===== src/rtl/mp_add_pkg.sv =====
// rtl/mp_add_pkg.sv - shared types and constants for the multi-precision add sequencer
package mp_add_pkg;

  localparam int SLICE_W = 8;

  typedef enum logic [1:0] {
    IDLE = 2'd0,
    RUN  = 2'd1,
    DONE = 2'd2
  } state_t;

  localparam logic OP_ADD = 1'b0;
  localparam logic OP_SUB = 1'b1;

  // Signed overflow of one addition step, judged on the operand and result sign bits.
  function automatic logic signed_ovf(input logic x_msb, input logic y_msb, input logic s_msb);
    return (x_msb == y_msb) && (s_msb != x_msb);
  endfunction

endpackage


===== src/rtl/mp_add_seq_if.sv =====
// rtl/mp_add_seq_if.sv - request/result handshake bundle between requester, sequencer and consumer
interface mp_add_seq_if #(
  parameter int WORDS = 4
) ();

  localparam int DW = WORDS * 8;

  logic          in_valid;
  logic          in_ready;
  logic [DW-1:0] a;
  logic [DW-1:0] b;
  logic          cin;
  logic          op;
  logic          out_valid;
  logic          out_ready;
  logic [DW-1:0] sum;
  logic          cout;
  logic          ovf;
  logic          busy;

  modport master (
    output in_valid, a, b, cin, op, out_ready,
    input  in_ready, out_valid, sum, cout, ovf, busy
  );

  modport slave (
    input  in_valid, a, b, cin, op, out_ready,
    output in_ready, out_valid, sum, cout, ovf, busy
  );

endinterface


===== src/rtl/rca8_slice.sv =====
// rtl/rca8_slice.sv - combinational 8-bit ripple-carry slice built from 1-bit full adders
module rca8_fa1 (
  input  logic x,
  input  logic y,
  input  logic ci,
  output logic s,
  output logic co
);

  assign s  = x ^ y ^ ci;
  assign co = (x & y) | (ci & (x ^ y));

endmodule

module rca8_slice
  import mp_add_pkg::*;
(
  output logic [SLICE_W-1:0] S,
  output logic               Co,
  input  logic [SLICE_W-1:0] X,
  input  logic [SLICE_W-1:0] Y,
  input  logic               Ci
);

  logic [SLICE_W:0] c;

  assign c[0] = Ci;
  assign Co   = c[SLICE_W];

  for (genvar i = 0; i < SLICE_W; i++) begin : g_bit
    rca8_fa1 u_fa (
      .x  (X[i]),
      .y  (Y[i]),
      .ci (c[i]),
      .s  (S[i]),
      .co (c[i+1])
    );
  end

endmodule


===== src/rtl/mp_add_seq.sv =====
// rtl/mp_add_seq.sv - byte-serial WORDS*8-bit adder sharing one 8-bit slice, LSB byte first.
// Optional subtract mode (a - b) is built only when SUB_EN is defined.
module mp_add_seq
  import mp_add_pkg::*;
#(
  parameter int WORDS = 4,
  parameter int IDXW  = $clog2(WORDS)
) (
  input logic          clk,
  input logic          rst,
  mp_add_seq_if.slave  bus
);

  localparam int             DW   = WORDS * SLICE_W;
  localparam logic [IDXW-1:0] LAST = IDXW'(WORDS - 1);

  state_t          state_q, state_d;
  logic [IDXW-1:0] idx_q, idx_d;
  logic            carry_q, carry_d;
  logic [DW-1:0]   a_q, a_d;
  logic [DW-1:0]   b_q, b_d;
  logic [DW-1:0]   sum_q, sum_d;
  logic            cout_q, cout_d;
  logic            ovf_q, ovf_d;
  logic            in_ready_q, in_ready_d;
  logic            out_valid_q, out_valid_d;
  logic            busy_q, busy_d;

  logic [DW-1:0]      b_in;
  logic               c_in;
  logic [SLICE_W-1:0] slice_x, slice_y, slice_s;
  logic               slice_co;

`ifdef SUB_EN
  // Subtraction is a + ~b + 1, so cin is replaced rather than combined.
  assign b_in = (bus.op == OP_SUB) ? ~bus.b : bus.b;
  assign c_in = (bus.op == OP_SUB) ? 1'b1 : bus.cin;
`else
  logic unused_op;
  assign unused_op = bus.op;
  assign b_in      = bus.b;
  assign c_in      = bus.cin;
`endif

  assign slice_x = a_q[idx_q*SLICE_W +: SLICE_W];
  assign slice_y = b_q[idx_q*SLICE_W +: SLICE_W];

  rca8_slice u_slice (
    .S  (slice_s),
    .Co (slice_co),
    .X  (slice_x),
    .Y  (slice_y),
    .Ci (carry_q)
  );

  always_comb begin
    state_d = state_q;
    idx_d   = idx_q;
    carry_d = carry_q;
    a_d     = a_q;
    b_d     = b_q;
    sum_d   = sum_q;
    cout_d  = cout_q;
    ovf_d   = ovf_q;

    case (state_q)
      IDLE: begin
        if (bus.in_valid) begin
          a_d     = bus.a;
          b_d     = b_in;
          carry_d = c_in;
          idx_d   = '0;
          sum_d   = '0;
          cout_d  = 1'b0;
          ovf_d   = 1'b0;
          state_d = RUN;
        end
      end
      RUN: begin
        sum_d[idx_q*SLICE_W +: SLICE_W] = slice_s;
        carry_d = slice_co;
        if (idx_q == LAST) begin
          cout_d  = slice_co;
          ovf_d   = signed_ovf(slice_x[SLICE_W-1], slice_y[SLICE_W-1], slice_s[SLICE_W-1]);
          state_d = DONE;
        end else begin
          idx_d = idx_q + IDXW'(1);
        end
      end
      DONE: begin
        if (bus.out_ready) begin
          state_d = IDLE;
        end
      end
      default: state_d = IDLE;
    endcase

    // Handshake flags are registered copies of the next state decode.
    in_ready_d  = (state_d == IDLE);
    out_valid_d = (state_d == DONE);
    busy_d      = (state_d != IDLE);
  end

  always_ff @(posedge clk or posedge rst) begin
    if (rst) begin
      state_q     <= IDLE;
      idx_q       <= '0;
      carry_q     <= 1'b0;
      a_q         <= '0;
      b_q         <= '0;
      sum_q       <= '0;
      cout_q      <= 1'b0;
      ovf_q       <= 1'b0;
      in_ready_q  <= 1'b1;
      out_valid_q <= 1'b0;
      busy_q      <= 1'b0;
    end else begin
      state_q     <= state_d;
      idx_q       <= idx_d;
      carry_q     <= carry_d;
      a_q         <= a_d;
      b_q         <= b_d;
      sum_q       <= sum_d;
      cout_q      <= cout_d;
      ovf_q       <= ovf_d;
      in_ready_q  <= in_ready_d;
      out_valid_q <= out_valid_d;
      busy_q      <= busy_d;
    end
  end

  assign bus.in_ready  = in_ready_q;
  assign bus.out_valid = out_valid_q;
  assign bus.busy      = busy_q;
  assign bus.sum       = sum_q;
  assign bus.cout      = cout_q;
  assign bus.ovf       = ovf_q;

endmodule


===== src/flat_wrapper.sv =====
// flat-port wrapper written by rule: the top's interface ports become plain ports
module mp_add_seq_flat import mp_add_pkg::*;
#(
  parameter int WORDS = 4,
  parameter int IDXW  = $clog2(WORDS)
)
  (clk, rst, bus_in_valid, bus_a, bus_b, bus_cin, bus_op, bus_out_ready, bus_in_ready, bus_out_valid, bus_sum, bus_cout, bus_ovf, bus_busy);
  mp_add_seq_if #(.WORDS(WORDS)) bus_i ();
  input logic clk;
  input logic rst;
  input wire logic [$bits(bus_i.in_valid)-1:0] bus_in_valid;
  input wire logic [$bits(bus_i.a)-1:0] bus_a;
  input wire logic [$bits(bus_i.b)-1:0] bus_b;
  input wire logic [$bits(bus_i.cin)-1:0] bus_cin;
  input wire logic [$bits(bus_i.op)-1:0] bus_op;
  input wire logic [$bits(bus_i.out_ready)-1:0] bus_out_ready;
  output wire logic [$bits(bus_i.in_ready)-1:0] bus_in_ready;
  output wire logic [$bits(bus_i.out_valid)-1:0] bus_out_valid;
  output wire logic [$bits(bus_i.sum)-1:0] bus_sum;
  output wire logic [$bits(bus_i.cout)-1:0] bus_cout;
  output wire logic [$bits(bus_i.ovf)-1:0] bus_ovf;
  output wire logic [$bits(bus_i.busy)-1:0] bus_busy;
  assign bus_i.in_valid = bus_in_valid;
  assign bus_i.a = bus_a;
  assign bus_i.b = bus_b;
  assign bus_i.cin = bus_cin;
  assign bus_i.op = bus_op;
  assign bus_i.out_ready = bus_out_ready;
  assign bus_in_ready = bus_i.in_ready;
  assign bus_out_valid = bus_i.out_valid;
  assign bus_sum = bus_i.sum;
  assign bus_cout = bus_i.cout;
  assign bus_ovf = bus_i.ovf;
  assign bus_busy = bus_i.busy;
  mp_add_seq #(.WORDS(WORDS), .IDXW(IDXW)) u_core (.clk(clk), .rst(rst), .bus(bus_i));
endmodule

===== config.mk =====
export PLATFORM = sky130hd
export DESIGN_NAME = mp_add_seq_flat
export DESIGN_NICKNAME = d
export VERILOG_FILES = /design/src/rtl/mp_add_pkg.sv /design/src/rtl/mp_add_seq_if.sv /design/src/rtl/rca8_slice.sv /design/src/rtl/mp_add_seq.sv /design/src/flat_wrapper.sv
export SDC_FILE = /design/constraint.sdc
export NUM_CORES = 1
export LEC_CHECK = 0
export CORE_MARGIN = 3
export CORE_UTILIZATION = 45
export DETAILED_ROUTE_END_ITERATION = 8
export PLACE_DENSITY = 0.76
export SETUP_SLACK_MARGIN = 0.3
export SYNTH_ARGS = -nofsm -noshare
export SYNTH_HDL_FRONTEND = slang
export SYNTH_SLANG_ARGS = --single-unit

===== constraint.sdc =====
create_clock -name clk -period 4.9 [get_ports clk]
set_input_delay 0.49 -clock clk [delete_from_list [all_inputs] [get_ports clk]]
set_output_delay 0.49 -clock clk [all_outputs]
set_load 0.01 [all_outputs]

# [Word level (Yosys, flattened, before mapping)]
# Index checks and enable logic that the tools add are counted.
[classes] n_addsub=2 mul=0 n_shift=4 n_mux=17 bitwise=40 div=0 n_reduce_logical=9 magnitude_cmp=0 n_eq_ne=9
[op_table] op="$pmux 32 s2" n=1
[op_table] op="$shiftx 32x6->8" n=2
[op_table] op="$neg 5->34" n=1
[op_table] op="$shift 8x34->32 const A" n=1
[op_table] op="$shiftx 8x34->32" n=1
[op_table] op="$bwmux 32" n=1
[op_table] op="$mux 32" n=1
[op_table] op="$and 1x1->1" n=16
[op_table] op="$xor 1x1->1" n=16
[op_table] op="$mux 2" n=5
[op_table] op="$or 1x1->1" n=8
[op_table] op="$eq 2x2->1 const B" n=3
[op_table] op="$pmux 1 s2" n=3
[op_table] op="$pmux 2 s3" n=1
[op_table] op="$reduce_and 3->1" n=2
[op_table] op="$logic_not 2->1" n=2
[op_table] op="$mux 1" n=4
[op_table] op="$ne 2x2->1 const B" n=2
[op_table] op="$pmux 2 s2" n=1
[op_table] op="$reduce_and 2->1" n=2
[op_table] op="$reduce_bool 2->1" n=2
[op_table] op="$add 2x1->2 const B" n=1
[op_table] op="$eq 2x1->1 const B" n=1
[op_table] op="$ne 2x1->1 const B" n=1
[op_table] op="other kinds (3)" n=3
[totals] mem_bits_ro=0 output_inout_bits=37 ff_bits=106 latch_bits=0 memories=0 mem_bits_rw=0 inputBits=70 wordCells=92

# [Longest topological paths before layout]
# Gate-level depths: netlist of run 1.
[depth] depth_word=21 depth_mapped=18 mapped_depth_nobuf=16

# [Cells and area by module]
# From an unflattened synthesis of run 1, not the netlist that was laid out.
[unflattened] cells_unflattened=289 hier_area_um2=4657.0
[modules_own_cells] mod="mp_add_seq" area_each_um2=4496.8 instances=1 cells_each=281
[modules_own_cells] mod="rca8_fa1" area_each_um2=20.0 instances=8 cells_each=1

# [Worst setup path after synthesis of run 1]
# No wires, ideal clock.
[synth_path] kind="reg2reg" start="register u_core.idx_q[0]" end="register u_core.ovf_q (netlist: u_core.bus.ovf)" t_required_ps=4779 n_path_buf=2 arrival_time_ps=4492 setup_time_ps=121 stages_incl_launch_ff=19 setup_slack_ps=287 path_cell_list="dfrtp_1 -> buf_4 -> buf_4 -> mux4_2 -> inv_1 -> fa_1 -> fa_1 -> fa_1 -> fa_1 -> fa_1 -> inv_1 -> fa_1 -> inv_1 -> fa_1 -> inv_1 -> fa_1 -> inv_1 -> xnor2_1 -> a22o_1"
[synth_between] elab_chain_cells=21
[synth_rtl] item="start, declared" line_no="mp_add_seq.sv:18" source="logic [IDXW-1:0] idx_q, idx_d;"
[synth_rtl] item="start signal, assigned" line_no="mp_add_seq.sv:119" source="idx_q <= idx_d;"
[synth_rtl] item="$shiftx 32x6->8, on equally long branches" line_no="mp_add_seq.sv:45, mp_add_seq.sv:46"
[synth_rtl] item="$xor 1x1->1" line_no="rca8_slice.sv:11" source="assign co = (x & y) | (ci & (x ^ y));"
[synth_rtl] item="$and 1x1->1" line_no="rca8_slice.sv:11"
[synth_rtl] item="$or 1x1->1" line_no="rca8_slice.sv:11"
[synth_rtl] item="$and 1x1->1" line_no="rca8_slice.sv:11"
[synth_rtl] item="$or 1x1->1" line_no="rca8_slice.sv:11"
[synth_rtl] item="$and 1x1->1" line_no="rca8_slice.sv:11"
[synth_rtl] item="$or 1x1->1" line_no="rca8_slice.sv:11"
[synth_rtl] item="(+5 left out)"
[synth_rtl] item="$or 1x1->1" line_no="rca8_slice.sv:11"
[synth_rtl] item="$and 1x1->1" line_no="rca8_slice.sv:11"
[synth_rtl] item="$or 1x1->1" line_no="rca8_slice.sv:11"
[synth_rtl] item="$xor 1x1->1" line_no="rca8_slice.sv:10" source="assign s = x ^ y ^ ci;"
[synth_rtl] item="$ne 1x1->1" line_no="mp_add_pkg.sv:17" source="return (x_msb == y_msb) && (s_msb != x_msb);"
[synth_rtl] item="$logic_and 1x1->1" line_no="mp_add_pkg.sv:17"
[synth_rtl] item="$mux 1" line_no="mp_add_seq.sv:82" source="if (idx_q == LAST) begin"
[synth_rtl] item="$pmux 1 s2" line_no="mp_add_seq.sv:66" source="case (state_q)"
[synth_rtl] item="end signal, assigned" line_no="mp_add_seq.sv:125" source="ovf_q <= ovf_d;"
[synth_rtl] item="end, declared" line_no="mp_add_seq.sv:24" source="logic ovf_q, ovf_d;"
# Several ways; a longest one is shown, not always the timed one. The select of a mux whose other input is x is not followed.
# A chain may end at the register's enable or synchronous reset.

# [Worst setup path after layout of run 1]
# Same ends and word-level chain as after synthesis.

==> metrics.md, run 1 <==
| Metric | Value |
|---|---|
| Status | finished clean |
| Multiplexer share of the synthesized area | 0.233 |
| CP required | a little over 5 ns |
| Fin crit period | roughly 4.4 ns |
| Ys Warns | 0 |
| Pre-antenna DRT Iters | 4 |
| Synthesized-area fraction occupied by adder cells | 0.0471 |
| Layout Cells excl Fill | roughly 560 |
| Power share of the combinational group | 0.535 |
| RSZ-0062 raised after global routing | no |
| Initial Util | 0.473 |
| Peak supply drop | approximately 340 uV |
| Most used DFF post-synth | dfrtp_1 |
| Worst slew pin tran | between 0.8 and 0.9 ns |
| Crit path largest cell delay | between 0.4 and 0.5 ns |
| # port buffers | 105 |
| Post-detailed-placement half-perimeter wirelength | approximately 7500 um |
| Vias in the first global route | approximately 3.2k |
| Synth Area in XOR/XNOR | 0.00185 |
| Via count | roughly 3k |
| N_diodes | 0 |
| Simple-Gate Fraction of Synth Area | 0.0310 |
| Leakage power | around 2.6 nW |
| Post-synthesis compound-gate area fraction | 0.0847 |
| Placed Instances | 540 |
| Switch Pwr | 0.00173 W |
| Fillers | roughly 830 |
| CP cell instances | mux4_2 > inv_1 > fa_1 > fa_1 > fa_1 > fa_2 > fa_1 > inv_1 > fa_1 > inv_1 > fa_1 > inv_1 > fa_1 > inv_2 > xnor2_1 > a22o_1 |
| DR WL/cell | roughly 18 um |
| Crit Path Category | reg2reg |
| Synth Register Bits | between 100 and 150 |
| Syn nets | just under 400 |
| Worst hold start | u_core.a_q[20]$_DFFE_PP0P_ |
| Number of synthesized flops with an enable pin | 0 |
| Pwr dens | approximately 730 mW/mm2 |
| Commonest non-fill, non-tap cell in the layout | clkdlybuf4s50_1 |
| Met1 Use GR | 0.236 |
| Max cap viols | 0 |
| Reg-to-Reg Start | u_core.idx_q[0]$_DFFE_PP0P_ |
| GRT met2 Usage | 0.304 |
| Final net count | between 500 and 600 |
| Unique masters post-synth | 34 |
| # H-tree levels | 3 |
| Critical path startpoint | u_core.idx_q[0]$_DFFE_PP0P_ |
| CTS tree | yes |
| Die Area | 0.0118 mm2 |
| Rows | 36 |
| GRT Resource Usage Total | 0.181 |
| Net Sw Frac | 0.393 |
| Mean Syn Cell Area | around 15 um2 |
| Clk Tree Root Cell | clkbuf_8 |
| Die W | between 100 and 150 um |
| Fin Setup TNS | 0 ns |
| Area fraction of the dominant cell type after synthesis | 0.556 |
| Total CTS buffers | 9 |
| CTS max path bufs | 2 |
| Largest area contributor in the netlist | dfrtp_1 |
| Met3 Resource Use GR | 0.0352 |
| Largest net degree at the start of global routing | slightly below 70 |
| Sequential Power Share | 0.350 |
| Share of cells above drive strength 1 | 0.236 |
| Crit path top cell by count | fa_1 |
| Seq/Total Area, Yosys | 0.561 |
| Die H | 109 um |
| RePlAce Congestion | approximately 0.78 |
| Pre-CTS WS | 0.422 ns |
| Setup crit start kind | flip-flop |
| Core region area | ~0.010 mm2 |
| Fin crit share | 0.899 |
| Mapped cell area | around 0.0047 mm2 |
| Area Overhead vs Synth | 28.7% |
| Crit path max fanout | 4 |
| Main area contributors after synthesis | dfrtp_1 (56%), mux2_2 (12%), mux4_2 (7.6%), o2bb2ai_1 (4.1%), mux2_1 (3.8%) |
| Gr ovfl total | 0 |
| Final wirelength | 9940 um |
| Most frequent cells in the layout | clkdlybuf4s50_1 (105), dfrtp_1 (104), mux2_2 (49) |
| Setup ws final | ~0.5 ns |
| Cell internal pwr | between 0.002 and 0.003 W |
| Fin Clk Skew | 0.0121 ns |
| CTS sink cnt | around 110 |
| Slew Limit Fails | 0 |
| ANT nets after route | 0 |
| Crit path DAT | 4.68 ns |
| Drc violations | 0 |
| First-pass GRT wire length | 16,300 um |
| Upper clock frequency limit | ~0.23 GHz |
| Final Hold Fails | 0 |
| Num ports | roughly 110 |
| Worst Hold Class | reg2reg |
| Finish-stage setup viols | 0 |
| Post-synth ARST share | 1.00 |
| Setup crit end kind | flip-flop |
| Vias per cell | roughly 5.3 |
| Headroom to the max-slew limit | 0.445 |
| Crit-path slowest cell | fa_1 |
| Worst-Skew Late Latency | 0.37 ns |
| Worst-path clk slew | around 0.11 ns |
| Initial antenna violation count | 0 |
| Gate Count Post-Synth | about 310 |
| Busiest grt layer | met2 |
| Iter 0 DRT Violations | between 100 and 150 |
| Post-CTS Setup Inserts | 0 |
| Clock power share | 0.115 |
| Largest family of logic cells by synthesized area | multiplexers |
-- what timing repair did --
action / CTS / global route
endpoints found under the setup margin: 0 / 1
endpoints found under the hold margin: 0 / 0
hold buffers: 0 / 0
resized for setup: 0 / 3
-- registers in the layout, summed over array words and instances (netlist names), 2 cells and up --
register,flops
u_core.idx_q,2
u_core.bus.sum,32
u_core.b_q,32
u_core.state_q,2
u_core.a_q,32
-- power by group through the flow --
stage	sequential (W)	combinational, W	clock (W)
global placement	0.00153	0.00228	0
CTS	0.00154	0.00236	0.000524
global route	0.00160	0.00260	0.000560
finish	0.00154	0.00236	0.000510
detailed placement	0.00156	0.00235	0
floorplan	0.00151	0.00162	0
-- final cells by class --
cell class	instances	area (um2)	area share
Inverter	24	92.6	0.0152
Sequential cell	106	2660	0.436
Tap cell	133	166	0.0274
Timing Repair Buffer	111	1100	0.180
Multi-Input combinational cell	166	1890	0.311
Clock buffer	9	124	0.0204
Clock inverter	7	60.1	0.00987
-- synth_stat cells, drive strengths merged, types with 2 or more instances --
cell and instances:
nand2 7, inv 24, nor2b 2, mux2 65, fa 8, nor3b 2, nor4b 2, a22o 5
ha 5, o2bb2ai 28, a21o 4, buf 16, nand4 2, nor2 5, dfrtp 105, mux4 16
clkbuf 2, o21ai 6
-- worst max-delay path, delay by kind of cell, from the launching register on --
| kind | cells | cell delay (ns) |
|---|---|---|
| AOI/OAI and AO/OA | 1 | 0.17 |
| xor gates and xnor gates | 1 | 0.07 |
| adders and majority gates | 8 | 2.89 |
| buffers and inverters | 5 | 0.37 |
| DFF | 1 | 0.46 |
| muxes | 1 | 0.34 |
-- layer usage --
| layer | vias up | share of wire |
|---|---|---|
| met5 | - | 0 |
| met4 | 0 | 0.011 |
| met3 | 8 | 0.051 |
| met2 | 82 | 0.51 |
| met1 | 1512 | 0.43 |
| li1 | 1332 | - |
-- kinds of logic (layout without fill, tap and decap cells) --
logic type	after synthesis	after routing
flops	106	106
fa+ha+maj	13	13
buf+inv	42	151
xor+xnor	1	1
simple gates	25	25
mux	82	82
compound gates	45	45
-- through the flow --
step | utilization | total power (W) | cell area [um2] | hold slack [ns]
2_1_floorplan | - | 0.00313 | 4730 | 0.452
3_3_place_gp | 0.590 | 0.00382 | 5900 | 0.462
3_5_place_dp | 0.590 | 0.00391 | 5900 | 0.470
4_1_cts | 0.608 | 0.00443 | 6080 | 0.494
5_1_grt | 0.608 | 0.00475 | 6080 | 0.504
6_report | 0.608 | 0.00441 | 6080 | 0.492
-- worst paths after layout --
path	endpoint	slack (ns)	cells past startpoint
min	u_core.a_q[20]$_DFFE_PP0P_	0.49	1
max in group asynchronous	u_core.idx_q[0]$_DFFE_PP0P_	3.26	3
min in group asynchronous	u_core.bus.ovf$_DFFE_PP0P_	0.63	2
max	u_core.bus.ovf$_DFFE_PP0P_	0.49	16
min reg2reg	u_core.a_q[20]$_DFFE_PP0P_	0.49	1
max reg2reg	u_core.bus.ovf$_DFFE_PP0P_	0.49	16
(Power assumes the default switching activity.)
==> run 2, diff against run 1 <==
Settings changed: CORE_UTILIZATION 45 to 40, MAX_ROUTING_LAYER set to met4, PLACE_DENSITY 0.76 to 0.68.
==> run 2 against run 1 <==
  * Total power grew 7.6%
  * Clock skew shrank 0.0055 ns
  * Core utilization shrank 6.3 points
  * Via count shrank 0.48%
  * Global-route usage shrank 1.5 points
  * Register-to-register slack lost 0.05 ns
  * Final cell count grew 2.3%
  * First-iteration DRC count grew 47%
  * Clock power grew 47%
  * Critical path type unchanged
  * Critical endpoint unchanged
  * Largest cell class unchanged
==> metrics.md, run 2 (synthesized netlist as in run 1, its figures left out) <==
| Metric | Value |
|---|---|
| CP required | 5.14 ns |
| Peak supply drop | roughly 380 uV |
| Fin crit period | approximately 4.5 ns |
| Layout Cells excl Fill | roughly 570 |
| Worst slew pin tran | 0.822 ns |
| Crit path DAT | 4.70 ns |
| Core region area | approximately 0.011 mm2 |
| Gr ovfl total | 0 |
| Fin Setup TNS | 0 ns |
| Power share of the combinational group | 0.518 |
| Vias per cell | roughly 5.1 |
| CP cell instances | mux4_2 > inv_1 > fa_1 > fa_2 > fa_2 > fa_1 > fa_1 > inv_1 > fa_2 > inv_1 > fa_1 > inv_1 > fa_1 > inv_2 > xnor2_1 > a22o_1 |
| Area Overhead vs Synth | 32.3% |
| Die W | approximately 110 um |
| Power Total | approximately 0.0047 W |
| Post-detailed-placement half-perimeter wirelength | between 7000 and 8000 um |
| Cell internal pwr | a little under 0.003 W |
| Crit Path Category | reg2reg |
| Pre-CTS WS | ~0.33 ns |
| ANT nets after route | 0 |
| Worst-Skew Late Latency | between 0.3 and 0.4 ns |
| Setup crit end kind | flip-flop |
| CTS max path bufs | 2 |
| Pre-antenna DRT Iters | 4 |
| Initial antenna violation count | 0 |
| Final Hold Fails | 0 |
| Worst path bufs/invs | 5 |
| # port buffers | between 100 and 150 |
| RePlAce Congestion | 0.822 |
| Max cap viols | 0 |
| Largest net degree at the start of global routing | between 60 and 70 |
| CTS sink cnt | about 110 |
| Sequential Power Share | 0.324 |
| Iter 0 DRT Violations | between 150 and 200 |
| Die Area | roughly 0.013 mm2 |
| Setup ws final | ~0.44 ns |
| Fin Clk Skew | about 0.0066 ns |
| Pwr dens | roughly 760 mW/mm2 |
| Crit path max fanout | 5 |
| Crit-path leading delay family | adder cells |
| GRT Resource Usage Total | 0.166 |
| Crit-path slowest cell | fa_1 |
| Final wirelength | a little over 10,000 um |
| CTS tree | yes |
| Fin crit share | 0.910 |
| # H-tree levels | 3 |
| Net Sw Frac | 0.377 |
| Crit path largest cell delay | around 0.47 ns |
| Status | finished clean |
| Commonest non-fill, non-tap cell in the layout | clkdlybuf4s50_1 |
| Clk Tree Root Cell | clkbuf_16 |
| Share of cells above drive strength 1 | 0.246 |
| Leakage power | between 2 and 3 nW |
| Crit path top cell by count | fa_1 |
| Vias in the first global route | approximately 3.2k |
| Worst Hold Class | reg2reg |
| Via count | approximately 2.9k |
| Slew Limit Fails | 0 |
| Initial Util | 0.412 |
| Placed Instances | 551 |
| Rows | 39 |
| Drc violations | 0 |
| Die H | 115 um |
| Fillers | around 960 |
| Final net count | between 500 and 600 |
| RSZ-0062 raised after global routing | no |
| N_diodes | 0 |
| WHS | approximately 0.49 ns |
| Clock power share | 0.158 |
| Hold_buf cts | 0 |
| Worst-path clk slew | 0.07 ns |
| Upper clock frequency limit | 0.224 GHz |
| Headroom to the max-slew limit | 0.452 |
| Num ports | 107 |
| Switch Pwr | 0.00179 W |
| Total CTS buffers | 9 |
| First-pass GRT wire length | 16,400 um |
| Setup crit start kind | flip-flop |
| Most frequent cells in the layout | clkdlybuf4s50_1 (105), dfrtp_1 (104), mux2_2 (49) |
| DR WL/cell | about 18 um |
| Finish-stage setup viols | 0 |
## run 2: changes by cell type in the layout (fill, tap and decap cells not counted)
cell        before  now
clkinv_8         0    1
bufinv_16        0    1
clkbuf_8         9    0
clkinv_2         1    0
inv_6            3    0
fa_2             1    3
clkbuf_16        0    9
fa_1             7    5
buf_4            6    9
clkinvlp_4       0    2
## run 2: repair_timing
action                                 in CTS  in global routing
setup endpoints to repair                   0                  3
resized for setup                           0                  5
buffers inserted                            0                  2
endpoints found under the hold margin       0                  0
## run 2: final timing paths
kind | from | to | slack (ns) | cells after the start
max reg2reg | u_core.idx_q[0]$_DFFE_PP0P_ | u_core.bus.ovf$_DFFE_PP0P_ | 0.44 | 16
min | u_core.a_q[11]$_DFFE_PP0P_ | u_core.a_q[11]$_DFFE_PP0P_ | 0.49 | 1
min in group asynchronous | rst | u_core.bus.busy$_DFF_PP0_ | 0.65 | 2
min reg2reg | u_core.a_q[11]$_DFFE_PP0P_ | u_core.a_q[11]$_DFFE_PP0P_ | 0.49 | 1
max | u_core.idx_q[0]$_DFFE_PP0P_ | u_core.bus.ovf$_DFFE_PP0P_ | 0.44 | 16
max in group asynchronous | rst | u_core.idx_q[0]$_DFFE_PP0P_ | 3.18 | 3
## run 2: per-layer routing
| metal | global-route usage | wire length, um |
|---|---|---|
| met5 | - | 0 |
| met1 | 0.216 | 4430 |
| met4 | 0.0462 | 139 |
| met3 | 0.0460 | 707 |
| met2 | 0.258 | 4820 |
## run 2: area by class of cell
class | count | area [um2] | area share
flip-flops and latches | 106 | 2660 | 0.424
multi-input cells | 166 | 1890 | 0.303
repair buffers | 114 | 1120 | 0.179
inverters | 24 | 92.6 | 0.0148
well taps | 143 | 179 | 0.0286
clock inverters | 7 | 90.1 | 0.0144
clock buffers | 9 | 225 | 0.0360
## run 2: metrics by stage
step,instance area (um2),utilization
2_1_floorplan,4730,-
3_3_place_gp,5920,0.516
3_5_place_dp,5920,0.516
4_1_cts,6230,0.543
5_1_grt,6250,0.545
6_report,6250,0.545
## run 2: power groups by stage
stage               registers (W)  logic (W)  clock network (W)
finish                    0.00154    0.00246           0.000750
floorplan                 0.00151    0.00162                  0
CTS                       0.00154    0.00240           0.000768
global route              0.00160    0.00269           0.000808
detailed placement        0.00156    0.00239                  0
global placement          0.00154    0.00234                  0
==> run 3, diff against run 2 <==
Settings changed: CORE_ASPECT_RATIO set to 0.6, PLACE_DENSITY 0.68 to 0.66, SLEW_MARGIN set to 20.
Clock period 4.9 ns to 5.7 ns, I/O delays scaled along.
==> run 3 against run 2 <==
  * Fmax down 5.9%
  * First-iteration DRC count up 13%
  * Critical path depth unchanged
  * Non-clock buffer count down 4
  * Core utilization down 0.19 points
  * Clock power down 22%
  * Routed wire length up 6.5%
  * Count of clock-buffer cells in the layout up 2
  * Critical path type unchanged
  * Highest routed layer unchanged
==> metrics.md, run 3 (synthesized netlist as in run 1, its figures left out) <==
| Metric | Value |
|---|---|
| RSZ-0062 raised after global routing | no |
| Pre-antenna DRT Iters | 4 |
| Worst-path clk slew | ~0.070 ns |
| Max cap viols | 0 |
| Post-CTS Setup Inserts | 0 |
| Layout Cells excl Fill | just under 600 |
| Setup crit start kind | flip-flop |
| First-pass GRT wire length | roughly 17,000 um |
| Upper clock frequency limit | between 0.2 and 0.25 GHz |
| Crit path DAT | between 4 and 5 ns |
| Worst slew pin tran | 0.827 ns |
| Largest net degree at the start of global routing | 66 |
| Multi-input logic area | ~0.0019 mm2 |
| Fin Clk Skew | 0.00781 ns |
| Iter 0 DRT Violations | 181 |
| ANT nets after route | 0 |
| Core Util, Final | 0.544 |
| Crit Path Category | reg2reg |
| R2R cell count | 16 |
| Hold_buf cts | 0 |
| Register Area | between 0.002 and 0.003 mm2 |
| Via count | ~2.9k |
| Placed Instances | 566 |
| Fin Setup TNS | 0 ns |
| Die H | around 90 um |
| Hold Crit Depth | 1 |
| Core region area | about 0.011 mm2 |
| R2R setup slack | around 0.96 ns |
| # H-tree levels | 3 |
| Worst hold start | u_core.b_q[5]$_DFFE_PP0P_ |
| Share of cells above drive strength 1 | 0.226 |
| Worst-Skew Late Latency | 0.34 ns |
| Fin crit period | 4.74 ns |
| WHS | 0.485 ns |
| Peak supply drop | approximately 510 uV |
| Headroom to the max-slew limit | 0.448 |
| Reg-to-Reg Start | u_core.idx_q[0]$_DFFE_PP0P_ |
| Final wirelength | 10,700 um |
| Gr ovfl total | 0 |
| Fillers | about 950 |
| Pwr dens | 640 mW/mm2 |
| CTS max path bufs | 2 |
| Slew Limit Fails | 0 |
| Switch Pwr | approximately 0.0015 W |
| DR WL/cell | ~19 um |
| Vias in the first global route | 3,030 |
| Rows | 30 |
| RePlAce Congestion | 0.791 |
| Initial Util | 0.414 |
| CP required | about 5.9 ns |
| Reg-to-Reg End | u_core.bus.ovf$_DFFE_PP0P_ |
| Final Hold Fails | 0 |
| Area Overhead vs Synth | 31.2% |
| Fin crit share | 0.832 |
| Die Area | around 0.013 mm2 |
| Drc violations | 0 |
| Total CTS buffers | 9 |
| Num ports | about 110 |
| CTS sink cnt | 106 |
| Clk Tree Root Cell | clkbuf_16 |
| # port buffers | 105 |
| Initial antenna violation count | 0 |
| Die W | approximately 150 um |
| Status | finished clean |
| Vias per cell | between 5 and 6 |
| Cell internal pwr | around 0.0024 W |
| Setup crit end kind | flip-flop |
| GRT Resource Usage Total | 0.174 |
| Sequential Power Share | 0.334 |
| Worst Hold Class | reg2reg |
| Leakage power | roughly 2.6 nW |
| Final net count | 500 |
| Most frequent cells in the layout | clkdlybuf4s50_1 (105), dfrtp_1 (105), mux2_2 (49) |
| Crit path max fanout | 8 |
| Power Total | roughly 0.0040 W |
| Post-detailed-placement half-perimeter wirelength | ~8000 um |
| CTS tree | yes |
| Power share of the combinational group | 0.519 |
| WHS Endpoint | u_core.b_q[5]$_DFFE_PP0P_ |
| Net Sw Frac | 0.384 |
| Clock power share | 0.147 |
| Cts repair resizes | 0 |
| N_diodes | 0 |
| Finish-stage setup viols | 0 |
run 3: cell count changes in the layout (fill, tap and decap cells not counted), moves of 2 or more:
cell and delta:
fa_2 -3, clkbuf_8 +2, clkinv_4 -2, buf_4 -4, fa_1 +3
run 3: per-stage QoR:
stage               setup slack [ns]  instance area, um2
floorplan                       1.09                4730
global placement               0.967                5920
detailed placement             0.927                5920
CTS                            0.909                6200
global route                   0.617                6200
finish                         0.960                6200
run 3: layer usage:
layer,global-route usage,vias to the layer above,wire (um)
li1,-,1344,-
met1,0.261,1506,5470
met2,0.232,92,4460
met3,0.0564,6,758
met4,0.0344,0,59
met5,-,-,0
run 3: layout make-up:
type,count,area share
clock buffers,11,0.0408
clock inverters,4,0.00444
inverters,24,0.0149
multi-input cells,166,0.304
flip-flops and latches,106,0.428
well taps,160,0.0323
repair buffers,110,0.176
run 3: worst max-delay path by stage:
stage | start | endpoint | slack, ns
2_1_floorplan | u_core.idx_q[0]$_DFFE_PP0P_ | u_core.bus.ovf$_DFFE_PP0P_ | 1.09
3_3_place_gp | u_core.idx_q[0]$_DFFE_PP0P_ | u_core.bus.ovf$_DFFE_PP0P_ | 0.97
3_5_place_dp | u_core.idx_q[0]$_DFFE_PP0P_ | u_core.bus.ovf$_DFFE_PP0P_ | 0.93
4_1_cts | u_core.idx_q[0]$_DFFE_PP0P_ | u_core.bus.ovf$_DFFE_PP0P_ | 0.91
5_1_grt | u_core.idx_q[0]$_DFFE_PP0P_ | u_core.bus.ovf$_DFFE_PP0P_ | 0.62
6_report | u_core.idx_q[0]$_DFFE_PP0P_ | u_core.bus.ovf$_DFFE_PP0P_ | 0.96
run 3: critical path, cell delays in order (launching register included):
cell	delay (ns)
dfrtp_1	0.69
mux4_2	0.34
inv_1	0.06
fa_1	0.40
fa_1	0.38
fa_1	0.39
fa_1	0.38
fa_1	0.37
inv_1	0.08
fa_1	0.17
inv_1	0.05
fa_1	0.36
inv_1	0.11
fa_1	0.47
inv_1	0.13
xnor2_1	0.08
a22o_1	0.17
run 3: power by group through the flow:
| stage | clock (W) | sequential, W | combinational (W) |
|---|---|---|---|
| final | 0.000585 | 0.00133 | 0.00206 |
| after global routing | 0.000624 | 0.00137 | 0.00227 |
| after CTS | 0.000598 | 0.00133 | 0.00208 |
| after detailed placement | 0 | 0.00134 | 0.00207 |
| after global placement | 0 | 0.00133 | 0.00203 |
| after floorplan | 0 | 0.00130 | 0.00139 |
